==> src/rtl/ha_array_reducer.sv <==
// ha_array_reducer: reduces four ha_array partial-product row pairs (b, t)
// into a 16-bit product by sequential shift-accumulate.
//
// Ports:
//   clk, rst             clock, synchronous active-high reset
//   in_valid, in_ready   row-set handshake (capture in IDLE only)
//   ha_array_<r>_b/_t    row r carry-save (7b) and sum (9b) bits, r = 0..3
//   out_valid, out_ready result handshake (held in DONE until accepted)
//   p, ovf               product modulo 2^16, bit 16 of the accumulated sum
module ha_array_reducer #(
   parameter int ROWS_PER_CYCLE = 1,
   parameter bit OUT_REG        = 1'b1
) (
   input  logic        clk,
   input  logic        rst,
   input  logic        in_valid,
   output logic        in_ready,
   input  logic [6:0]  ha_array_0_b,
   input  logic [8:0]  ha_array_0_t,
   input  logic [6:0]  ha_array_1_b,
   input  logic [8:0]  ha_array_1_t,
   input  logic [6:0]  ha_array_2_b,
   input  logic [8:0]  ha_array_2_t,
   input  logic [6:0]  ha_array_3_b,
   input  logic [8:0]  ha_array_3_t,
   output logic        out_valid,
   input  logic        out_ready,
   output logic [15:0] p,
   output logic        ovf
);

   if (ROWS_PER_CYCLE != 1 && ROWS_PER_CYCLE != 2 && ROWS_PER_CYCLE != 4) begin : g_bad_rpc
      $error("ha_array_reducer: ROWS_PER_CYCLE must be 1, 2 or 4");
   end

   typedef enum logic [1:0] {
      IDLE,
      ACC,
      DONE
   } state_t;

   // k advances modulo 4; the step wraps to 0 for ROWS_PER_CYCLE=4, which is
   // harmless because that single add is also the last one.
   localparam logic [1:0] STEP   = 2'(ROWS_PER_CYCLE);
   localparam logic [1:0] LAST_K = 2'(4 - ROWS_PER_CYCLE);

   state_t      state;
   logic [63:0] rows_q;
   logic [16:0] acc;
   logic [1:0]  k;
   logic [15:0] p_q;
   logic        ovf_q;
   logic [9:0]  row_val [4];
   logic [16:0] acc_nxt;
   logic [1:0]  idx;

   // Row r occupies rows_q[16r +: 16] as {b, t}; R_r = t + (b << 2).
   always_comb begin
      for (int r = 0; r < 4; r++) begin
         row_val[r] = {1'b0, rows_q[r*16 +: 9]} + {1'b0, rows_q[r*16+9 +: 7], 2'b00};
      end
   end

   // Add rows k .. k+ROWS_PER_CYCLE-1, each shifted by 2r.
   always_comb begin
      acc_nxt = acc;
      idx     = '0;
      for (int j = 0; j < ROWS_PER_CYCLE; j++) begin
         idx     = k + 2'(j);
         acc_nxt = acc_nxt + ({7'd0, row_val[idx]} << {idx, 1'b0});
      end
   end

   always_ff @(posedge clk) begin
      if (rst) begin
         state     <= IDLE;
         in_ready  <= 1'b1;
         out_valid <= 1'b0;
         rows_q    <= '0;
         acc       <= '0;
         k         <= '0;
         p_q       <= '0;
         ovf_q     <= 1'b0;
      end else begin
         unique case (state)
            IDLE: begin
               if (in_valid) begin
                  rows_q   <= {ha_array_3_b, ha_array_3_t,
                               ha_array_2_b, ha_array_2_t,
                               ha_array_1_b, ha_array_1_t,
                               ha_array_0_b, ha_array_0_t};
                  acc      <= '0;
                  k        <= '0;
                  in_ready <= 1'b0;
                  state    <= ACC;
               end
            end
            ACC: begin
               acc <= acc_nxt;
               k   <= k + STEP;
               if (k == LAST_K) begin
                  p_q       <= acc_nxt[15:0];
                  ovf_q     <= acc_nxt[16];
                  out_valid <= 1'b1;
                  state     <= DONE;
               end
            end
            DONE: begin
               if (out_ready) begin
                  out_valid <= 1'b0;
                  in_ready  <= 1'b1;
                  state     <= IDLE;
               end
            end
            default: begin
               out_valid <= 1'b0;
               in_ready  <= 1'b1;
               state     <= IDLE;
            end
         endcase
      end
   end

   if (OUT_REG) begin : g_out_reg
      assign p   = p_q;
      assign ovf = ovf_q;
   end else begin : g_out_comb
      assign p   = acc[15:0];
      assign ovf = acc[16];
   end

endmodule

==> config.mk <==
export PLATFORM = sky130hd
export DESIGN_NAME = ha_array_reducer
export DESIGN_NICKNAME = d
export VERILOG_FILES = /design/src/rtl/ha_array_reducer.sv
export SDC_FILE = /design/constraint.sdc
export NUM_CORES = 1
export LEC_CHECK = 0
export CAP_MARGIN = 5
export CORE_MARGIN = 3
export CORE_UTILIZATION = 49
export CTS_CLUSTER_DIAMETER = 120
export DETAILED_ROUTE_END_ITERATION = 12
export PLACE_DENSITY_LB_ADDON = 0.05
export SLEW_MARGIN = 20
export SYNTH_ARGS = -nofsm -noshare
export SYNTH_HDL_FRONTEND = slang
export SYNTH_SLANG_ARGS = --single-unit
==> constraint.sdc <==
create_clock -name clk -period 3.5 [get_ports clk]
set_input_delay 0.7 -clock clk [delete_from_list [all_inputs] [get_ports clk]]
set_output_delay 0.7 -clock clk [all_outputs]
set_load 0.01 [all_outputs]
### Word-level counts from Yosys, hierarchy flattened

Cells that the tools add are included.

* bitwise logic cells: 3
* add/sub/neg operators: 6
* reductions and logical operators: 8
* equal/unequal tests: 6
* multiplexer cells: 17
* $lt $le $gt $ge: 1
* shifts and indexed selects: 1

Operators by type and width (number)
* $add A9 B9 Y10: 4
* $pmux W17 S2: 1
* $bmux W10 S2: 1
* $mux W10: 2
* $add A17 B17 Y17: 1
* $mux W17: 1
* $shl A10 B3 Y17: 1
* $reduce_and A3 Y1: 3
* $mux W2: 4
* $ne A2 B2 Y1 const B: 3
* $pmux W1 S3: 2
* $pmux W2 S3: 1
* $reduce_and A2 Y1: 3
* $eq A2 B2 Y1 const B: 2
* $mux W1: 4
* $pmux W2 S2: 1
* $ge A3 B3 Y1 const B: 1
* $not A2 Y3: 1
* $add A2 B1 Y2 const B: 1
* $eq A2 B1 Y1 const B: 1
* $logic_not A2 Y1: 1
* $not A1 Y1: 2
* $reduce_bool A2 Y1: 1

* register bits after elaboration: 104
* input bits: 68

### Longest topological paths before layout

Gate-level depths: netlist of run 1.

* depth after elaboration: 7
* depth in mapped cells: 16
* gate-level depth less buffers: 15

### Least setup slack after synthesis of run 1

Ideal clock, no wire load.

* path kind: register to register
* start point: register rows_q[18]
* end point: register p_q[12], in the netlist p[12]
* data arrival time: 3252 ps
* cell stages (with the launch flop): 15
* setup slack: 186 ps
* buffers on the path: 0
* cells stage by stage: dfxtp_1 -> ha_1 -> fa_1 -> a21o_1 -> a21o_1 -> a2111oi_0 -> a41oi_1 -> o221ai_1 -> o31ai_1 -> ha_1 -> and3_1 -> nand2_1 -> o21ba_1 -> or4_1 -> nand3_1

* cells in the longest elaborated chain, start to end: 6

RTL lines
* start, declared: line 48 `logic [63:0] rows_q;`
* start signal, assigned: line 88 `rows_q <= {ha_array_3_b, ha_array_3_t,`
* $add A9 B9 Y10: line 60 `row_val[r] = {1'b0, rows_q[r*16 +: 9]} + {1'b0, rows_q[r*16+9 +: 7], 2'b00};`
* $bmux W10 S2: line 70 `acc_nxt = acc_nxt + ({7'd0, row_val[idx]} << {idx, 1'b0});`
* $mux W10 (not written as such) (2 in a row): line 70
* $shl A10 B3 Y17: line 70
* $add A17 B17 Y17: line 70
* end signal, assigned: line 102 `p_q <= acc_nxt[15:0];`
* end, declared: line 51 `logic [15:0] p_q;`

Every way passes these cells. The select of a mux whose other input is x is not followed.
A chain may end at the register's enable or synchronous reset.

### Worst setup path after layout of run 1

* start point: register rows_q[18]
* end point: register acc[14]

* cells in the longest elaborated chain, start to end: 7

RTL lines
* $add A9 B9 Y10: line 60
* $bmux W10 S2: line 70
* $mux W10 (not written as such) (2 in a row): line 70
* $shl A10 B3 Y17: line 70
* $add A17 B17 Y17: line 70
* $pmux W17 S2: line 85 `unique case (state)`
* end signal, assigned: line 99 `acc <= acc_nxt;`
* end, declared: line 49 `logic [16:0] acc;`

Every way passes these cells. The select of a mux whose other input is x is not followed.

==> metrics.cfg, run 1 <==
[flow_run]
drv_cap=0

[logic_synthesis]
synth-edff-count=0
synthDistinctLibCells=57
syn_nets=857
yosys_warnings=0
synth_top_flop_cell=dfxtp_1
async_flop_share=0
synth-seq-cells=104
yosysSeqAreaShare=0.362
syn_avg_cell_area_um2=7.79
syn_inst=739
syn_area_um2=5760

[clocking]
cts_buffers=9
cts_tree=built
cts_hold_buf=0
clockBufferDepth=2
clock-sinks=104
cts-root-buf=clkbuf_16
h-tree-depth=3
path_clk_slew_ns=0.07
clk_latency_ns=0.36

[floorplan]
initial_core_util=0.515
die_y_um=114
num_rows=38
die_area_um2=13100
coreArea_um2=11200
die-width_um=114
ioPinCount=87

[sta]
period_share=0.955
holdWs_ns=0.453
slew_viol_final=0
period_needed_ns=3.34
hold_viol=0
max_clock_freq_mhz=299
finClkSkew_ns=0.00789
finalSetupViolCount=0
slew_headroom=0.515
worstMarginPinSlew_ns=0.725

[worst_setup_path]
rr_endpoint=acc[14]$_SDFFE_PP0P_
crit_path_start=rows_q[18]$_SDFFE_PP0P_
cp_slowest_cell=fa_2
path_max_fanout=5
reg2reg_slack_ns=0.16
critPathKind=register to register
worstSetupPathDepth=15
path_cells=ha_4 -> fa_2 -> a21o_1 -> a21o_1 -> xor2_1 -> a211oi_2 -> o32ai_2 -> ha_4 -> nand4_1 -> a211oi_2 -> nor2_1 -> a21oi_2 -> buf_4 -> xnor2_1 -> a22o_1
worst_setup_path_start_kind=register
critPathCaptureType=register
cp.required_ns=3.75
max_stage_delay_ns=0.37
crit_buf_inv=1
r2r_start=rows_q[18]$_SDFFE_PP0P_
crit_end=acc[14]$_SDFFE_PP0P_
reg2reg_depth=15
crit_family=compound AO/OA/AOI/OAI gates
arrival_ns=3.60

[placement]
place_area_um2=6810
hpwl_um=11000
gp_congestion=0.841
io_buffers=86

[pwr]
p_seq_frac=0.441
power_leakage_nw=2.97
power_density_nw_per_um2=397
switching_share=0.284
p_sw_uw=828
irDropWorstVdd_uv=402
pwr-share-comb=0.192
intPower_mw=2.08
clkPwrFrac=0.367

[route]
wl_um=14900
routedWlPerCell_um=15.5
drc=0
drtPass1Iterations=5
vias_per_cell=5.52
drt-initial-drc-count=289
num_vias=5328
ant_nets=0

[finish]
multi_input_area_um2=3640
synthToLayoutAreaGrowth_pct=27.5
drive_gt1_frac=0.103
final_nets=938
antenna_cells=0
stdcell_area_um2=7340
regArea_um2=2090
n_fill_cell=991

[grt]
grt_pass1_vias=5255
grt_pass1_wl_um=25000
track_usage=0.235
grt_antenna_before_repair=0
overflow=0
grt_max_degree=64

[run_status]
status=complete, no violations

[min_path]
hp-class=register to register

-- cell type report --
type	instances	area share
timing repair buffer	113	0.148
tap	140	0.0239
clock inverter	6	0.0102
sequential	104	0.284
clock buffer	10	0.0325
multi-input combinational	581	0.495
inverter	11	0.00562
-- cell families after synthesis --
logic type      after synthesis  share of synthesized area
fa+ha+maj                    50                      0.115
simple gates                280                      0.206
compound gates              220                      0.229
xor+xnor                     26                     0.0395
buf+inv                      54                     0.0376
mux                           5                     0.0109
flops                       104                      0.362
-- layout by cell type, fill, tap and decap left out, types with 3 or more instances in the layout --
master,synthesis,layout
a21o_1,17,17
clkdlybuf4s50_1,0,85
xor2_1,8,8
o21a_1,4,4
dfxtp_2,0,4
nor2b_1,5,5
nand2b_1,3,3
o211ai_1,4,4
nand2_1,182,181
nor3_1,13,11
a211o_1,3,3
nand3_1,19,19
o21ai_1,10,11
fa_1,5,3
or3_1,3,3
ha_1,45,38
nor2_1,33,33
inv_1,11,11
a22o_1,5,5
dfxtp_1,104,100
a21oi_1,112,107
a31oi_1,7,6
ha_4,0,5
a211oi_1,11,9
nand4_1,5,5
buf_4,1,24
mux2i_1,4,4
a21oi_2,5,9
and3_1,5,4
o21ai_0,23,21
clkbuf_16,0,9
xnor2_1,18,18
-- synthesized netlist by cell type, types with 4 or more instances --
library cell	number	area [um^2]
nor2_1	33	124
a21oi_2	5	43.8
clkbuf_1	24	90.1
o211ai_1	4	30.0
fa_1	5	100
mux2i_1	4	40.0
buf_2	8	40.0
o21ai_1	10	50.1
nand4_1	5	31.3
nor2b_1	5	31.3
a21oi_1	112	561
o21ai_0	23	115
nor3_1	13	65.1
nand2_1	182	683
a22o_1	5	43.8
and3_1	5	31.3
nand3_1	19	95.1
a21o_1	17	128
o21a_1	4	30.0
a31oi_1	7	43.8
inv_1	11	41.3
dfxtp_1	104	2080
ha_1	45	563
xnor2_1	18	158
buf_1	10	37.5
a211oi_1	11	82.6
xor2_1	8	70.1
-- per-stage QoR --
stage	TNS, ns	worst slack [ns]	cells	utilization	power [mW]
after floorplan	0	0.186	739	-	1.63
after global placement	-0.0606	-0.0338	944	0.609	1.82
after detailed placement	-0.962	-0.135	944	0.609	1.82
after CTS	0	0.00204	961	0.641	2.91
after global routing	-0.0301	-0.0202	965	0.657	3.06
final	0	0.156	965	0.657	2.91
-- layer usage --
| metal | wire, um | global-route usage | share of wire | up-vias |
|---|---|---|---|---|
| met1 | 7000 | 0.309 | 0.47 | 2432 |
| met5 | 0 | 0 | 0 | - |
| met2 | 7030 | 0.388 | 0.47 | 129 |
| met3 | 644 | 0.0433 | 0.043 | 24 |
| met4 | 269 | 0.0823 | 0.018 | 0 |
| li1 | - | - | - | 2743 |
-- worst register-to-register path, stage by stage, from the launching register on --
cell and delay (ns):
dfxtp_2 0.34, ha_4 0.16, fa_2 0.37, a21o_1 0.17, a21o_1 0.21, xor2_1 0.17, a211oi_2 0.31, o32ai_2 0.16
ha_4 0.34, nand4_1 0.10, a211oi_2 0.25, nor2_1 0.08, a21oi_2 0.17, buf_4 0.14, xnor2_1 0.07, a22o_1 0.20
-- worst min-delay path by stage --
stage | start | endpoint | depth (start not counted)
2_1_floorplan | acc[15]$_SDFFE_PP0P_ | acc[15]$_SDFFE_PP0P_ | 2
3_3_place_gp | rows_q[0]$_SDFFE_PP0P_ | rows_q[0]$_SDFFE_PP0P_ | 2
3_5_place_dp | rows_q[0]$_SDFFE_PP0P_ | rows_q[0]$_SDFFE_PP0P_ | 2
4_1_cts | rows_q[0]$_SDFFE_PP0P_ | rows_q[0]$_SDFFE_PP0P_ | 2
5_1_grt | rows_q[1]$_SDFFE_PP0P_ | rows_q[1]$_SDFFE_PP0P_ | 2
6_report | rows_q[0]$_SDFFE_PP0P_ | rows_q[0]$_SDFFE_PP0P_ | 2
-- registers in the layout, summed over array words and instances, names as in the netlist --
register / flops
k: 2
rows_q: 64
out_valid: 1
p: 16
acc: 17
in_ready: 1
state: 2
ovf: 1
-- power by group through the flow --
stage | Combinational (mW) | Sequential, mW | Clock [mW]
2_1_floorplan | 0.338 | 1.29 | 0
3_3_place_gp | 0.510 | 1.31 | 0
3_5_place_dp | 0.515 | 1.31 | 0
4_1_cts | 0.529 | 1.28 | 1.10
5_1_grt | 0.623 | 1.29 | 1.15
6_report | 0.559 | 1.28 | 1.07
-- timing repair --
action / 4_1_cts / 5_1_grt
pin swaps: 3 / 17
setup endpoints to repair: 16 / 20
gates resized for setup: 9 / 31
buffers inserted: 1 / 4
(Power assumes the default switching activity.)
==> inputs of run 2 (changes only) <==
Clock period 3.5 ns to 3 ns, I/O delays scaled along.
==> run 2 against run 1 <==
The run now ends with setup timing left. Sequential share of layout area fell by 1.6 points. Sequential power up 16%. Global-route usage down 0.33 points. Combinational power rose by 36%.
==> metrics.cfg, run 2 (synthesis results as in run 1) <==
[run_status]
status=finished with violations
violations=setup timing

[finish]
synthToLayoutAreaGrowth_pct=35.6
final_nets=971  ; +3.5%
final_common_cell=nand2_1
instances_no_fill=997  ; +3.3%
drive_gt1_frac=0.169  ; +0.0662
top_register=rows_q
largest_register_ffs=64  ; unchanged
antenna_cells=0  ; unchanged
mostFrequentLayoutCells=179 x nand2_1, 104 x a21oi_1, 96 x dfxtp_1, 85 x clkdlybuf4s50_1, 56 x buf_4

[sta]
worstMarginPinSlew_ns=0.746  ; +0.0212 ns
max_clock_freq_mhz=300  ; +0.23%
period_needed_ns=3.34  ; -0.00750 ns
slew_headroom=0.502  ; -0.0126
finalWorstSetupSlack_ns=-0.336  ; -0.493 ns
grt_setup_unrepaired=yes
holdWs_ns=0.458  ; +0.00571 ns
finClkSkew_ns=0.00466  ; -0.00323 ns
period_share=1.11  ; +0.157
hold_viol=0  ; unchanged
slew_viol_final=0  ; unchanged
finalSetupViolCount=20  ; +20

[min_path]
hold_end=rows_q[12]$_SDFFE_PP0P_
min_from=rows_q[12]$_SDFFE_PP0P_
hp-class=register to register
hold_depth=2  ; unchanged

[flow_run]
drv_cap=0  ; unchanged

[grt]
grt_max_degree=72  ; +13%
overflow=0  ; unchanged
grt_pass1_vias=5267  ; +0.23%
track_usage=0.232  ; -0.00328
grt_antenna_before_repair=0  ; unchanged
grt_pass1_wl_um=24800  ; -1.0%

[worst_setup_path]
worst_setup_path_start_kind=register
arrival_ns=3.63  ; +0.03 ns
cp.required_ns=3.29  ; -0.46 ns
path_common_cell=a21o_1
rr_endpoint=p[12]$_SDFFE_PP0P_
crit_buf_inv=0  ; -1
reg2reg_depth=14  ; -1
critPathKind=register to register
max_stage_delay_ns=0.39  ; +0.02 ns
reg2reg_slack_ns=-0.34  ; -0.49 ns
path_cells=ha_4 -> fa_2 -> a21o_1 -> a21o_1 -> a2111oi_4 -> a41oi_2 -> o221ai_2 -> o31ai_2 -> ha_2 -> and3_4 -> nand2_1 -> o21ba_4 -> or4_1 -> nand3_1
crit_family=compound AO/OA/AOI/OAI gates
cp_slowest_cell=ha_2
path_max_fanout=7  ; +2
r2r_start=rows_q[18]$_SDFFE_PP0P_
critPathCaptureType=register

[route]
drtPass1Iterations=4  ; -1
drt-initial-drc-count=355  ; +23%
routedWlPerCell_um=15.3  ; -1.2%
vias_per_cell=5.49  ; -0.59%
drc=0  ; unchanged
num_vias=5472  ; +2.7%
wl_um=15300  ; +2.1%
ant_nets=0  ; unchanged

[clocking]
cts_tree=built
path_clk_slew_ns=0.07  ; about the same
clk_latency_ns=0.35  ; about the same
cts_buffers=9  ; unchanged
clock-sinks=104  ; unchanged
h-tree-depth=3  ; unchanged
clockBufferDepth=2  ; unchanged
cts-root-buf=clkbuf_16

[floorplan]
num_rows=38  ; unchanged
die_y_um=114  ; unchanged
coreArea_um2=11200  ; unchanged
ioPinCount=87  ; unchanged
die-width_um=114  ; unchanged
die_area_um2=13100  ; unchanged
initial_core_util=0.515  ; unchanged

[placement]
dp.cells=976  ; +3.4%
hpwl_um=11000  ; +0.20%
io_buffers=86  ; unchanged
gp_congestion=0.963  ; +14%

[pwr]
power_density_nw_per_um2=460  ; +16%
irDropWorstVdd_uv=514  ; +28%
power_leakage_nw=3.21  ; +7.9%

==> run 2: power by group <==
part | switching [mW] | internal, mW
Clock | 0.527 | 0.813
Combinational | 0.393 | 0.367
Sequential | 0.0473 | 1.45
Total | 0.967 | 2.63
==> run 2: area by class of cell <==
class	count	area [um^2]
Inverter	11	41.3
Timing Repair Buffer	146	1340
Sequential cell	104	2090
Clock inverter	5	106
Fill cell	902	3360
Multi-Input combinational cell	581	3820
Tap cell	140	175
Clock buffer	10	229
==> run 2: what timing repair did <==
action                                  in CTS  in global routing
hold buffers                                 0                  0
resized for setup                           25                 37
pin swaps                                   22                 21
setup buffers                                1                  6
endpoints found under the hold margin        0                  0
endpoints found under the setup margin      21                 24
==> run 2: routing by layer <==
| layer | vias to the layer above | track usage | part of all wire |
|---|---|---|---|
| met3 | 18 | 0.0539 | 0.042 |
| met5 | - | 0 | 0 |
| met2 | 117 | 0.393 | 0.49 |
| met1 | 2541 | 0.296 | 0.46 |
| li1 | 2796 | - | - |
| met4 | 0 | 0.0633 | 0.014 |
==> run 2: worst max-delay path by stage <==
stage | cells past startpoint | to | startpoint
global placement | 15 | acc[10]$_SDFFE_PP0P_ | rows_q[2]$_SDFFE_PP0P_
detailed placement | 16 | acc[16]$_SDFFE_PP0P_ | rows_q[18]$_SDFFE_PP0P_
floorplan | 14 | p[12]$_SDFFE_PP0P_ | rows_q[18]$_SDFFE_PP0P_
finish | 14 | p[12]$_SDFFE_PP0P_ | rows_q[18]$_SDFFE_PP0P_
CTS | 15 | acc[10]$_SDFFE_PP0P_ | rows_q[9]$_SDFFE_PP0P_
global route | 14 | p[12]$_SDFFE_PP0P_ | rows_q[18]$_SDFFE_PP0P_
==> run 2: per-stage QoR <==
step	util	setup TNS (ns)	cell area (um^2)	setup WS [ns]	total power, mW
global route	0.699	-7.55	7810	-0.483	3.76
floorplan	-	-0.192	5860	-0.0823	1.93
finish	0.699	-3.91	7810	-0.336	3.59
global placement	0.638	-2.78	7130	-0.225	2.17
CTS	0.680	-3.54	7600	-0.295	3.55
detailed placement	0.638	-4.05	7130	-0.339	2.18
==> run 2: worst min-delay path: cells and delay by family (launching register included) <==
family | cells | cell delay (ns)
flops | 1 | 0.31
simple gates | 1 | 0.05
compound gates | 1 | 0.05
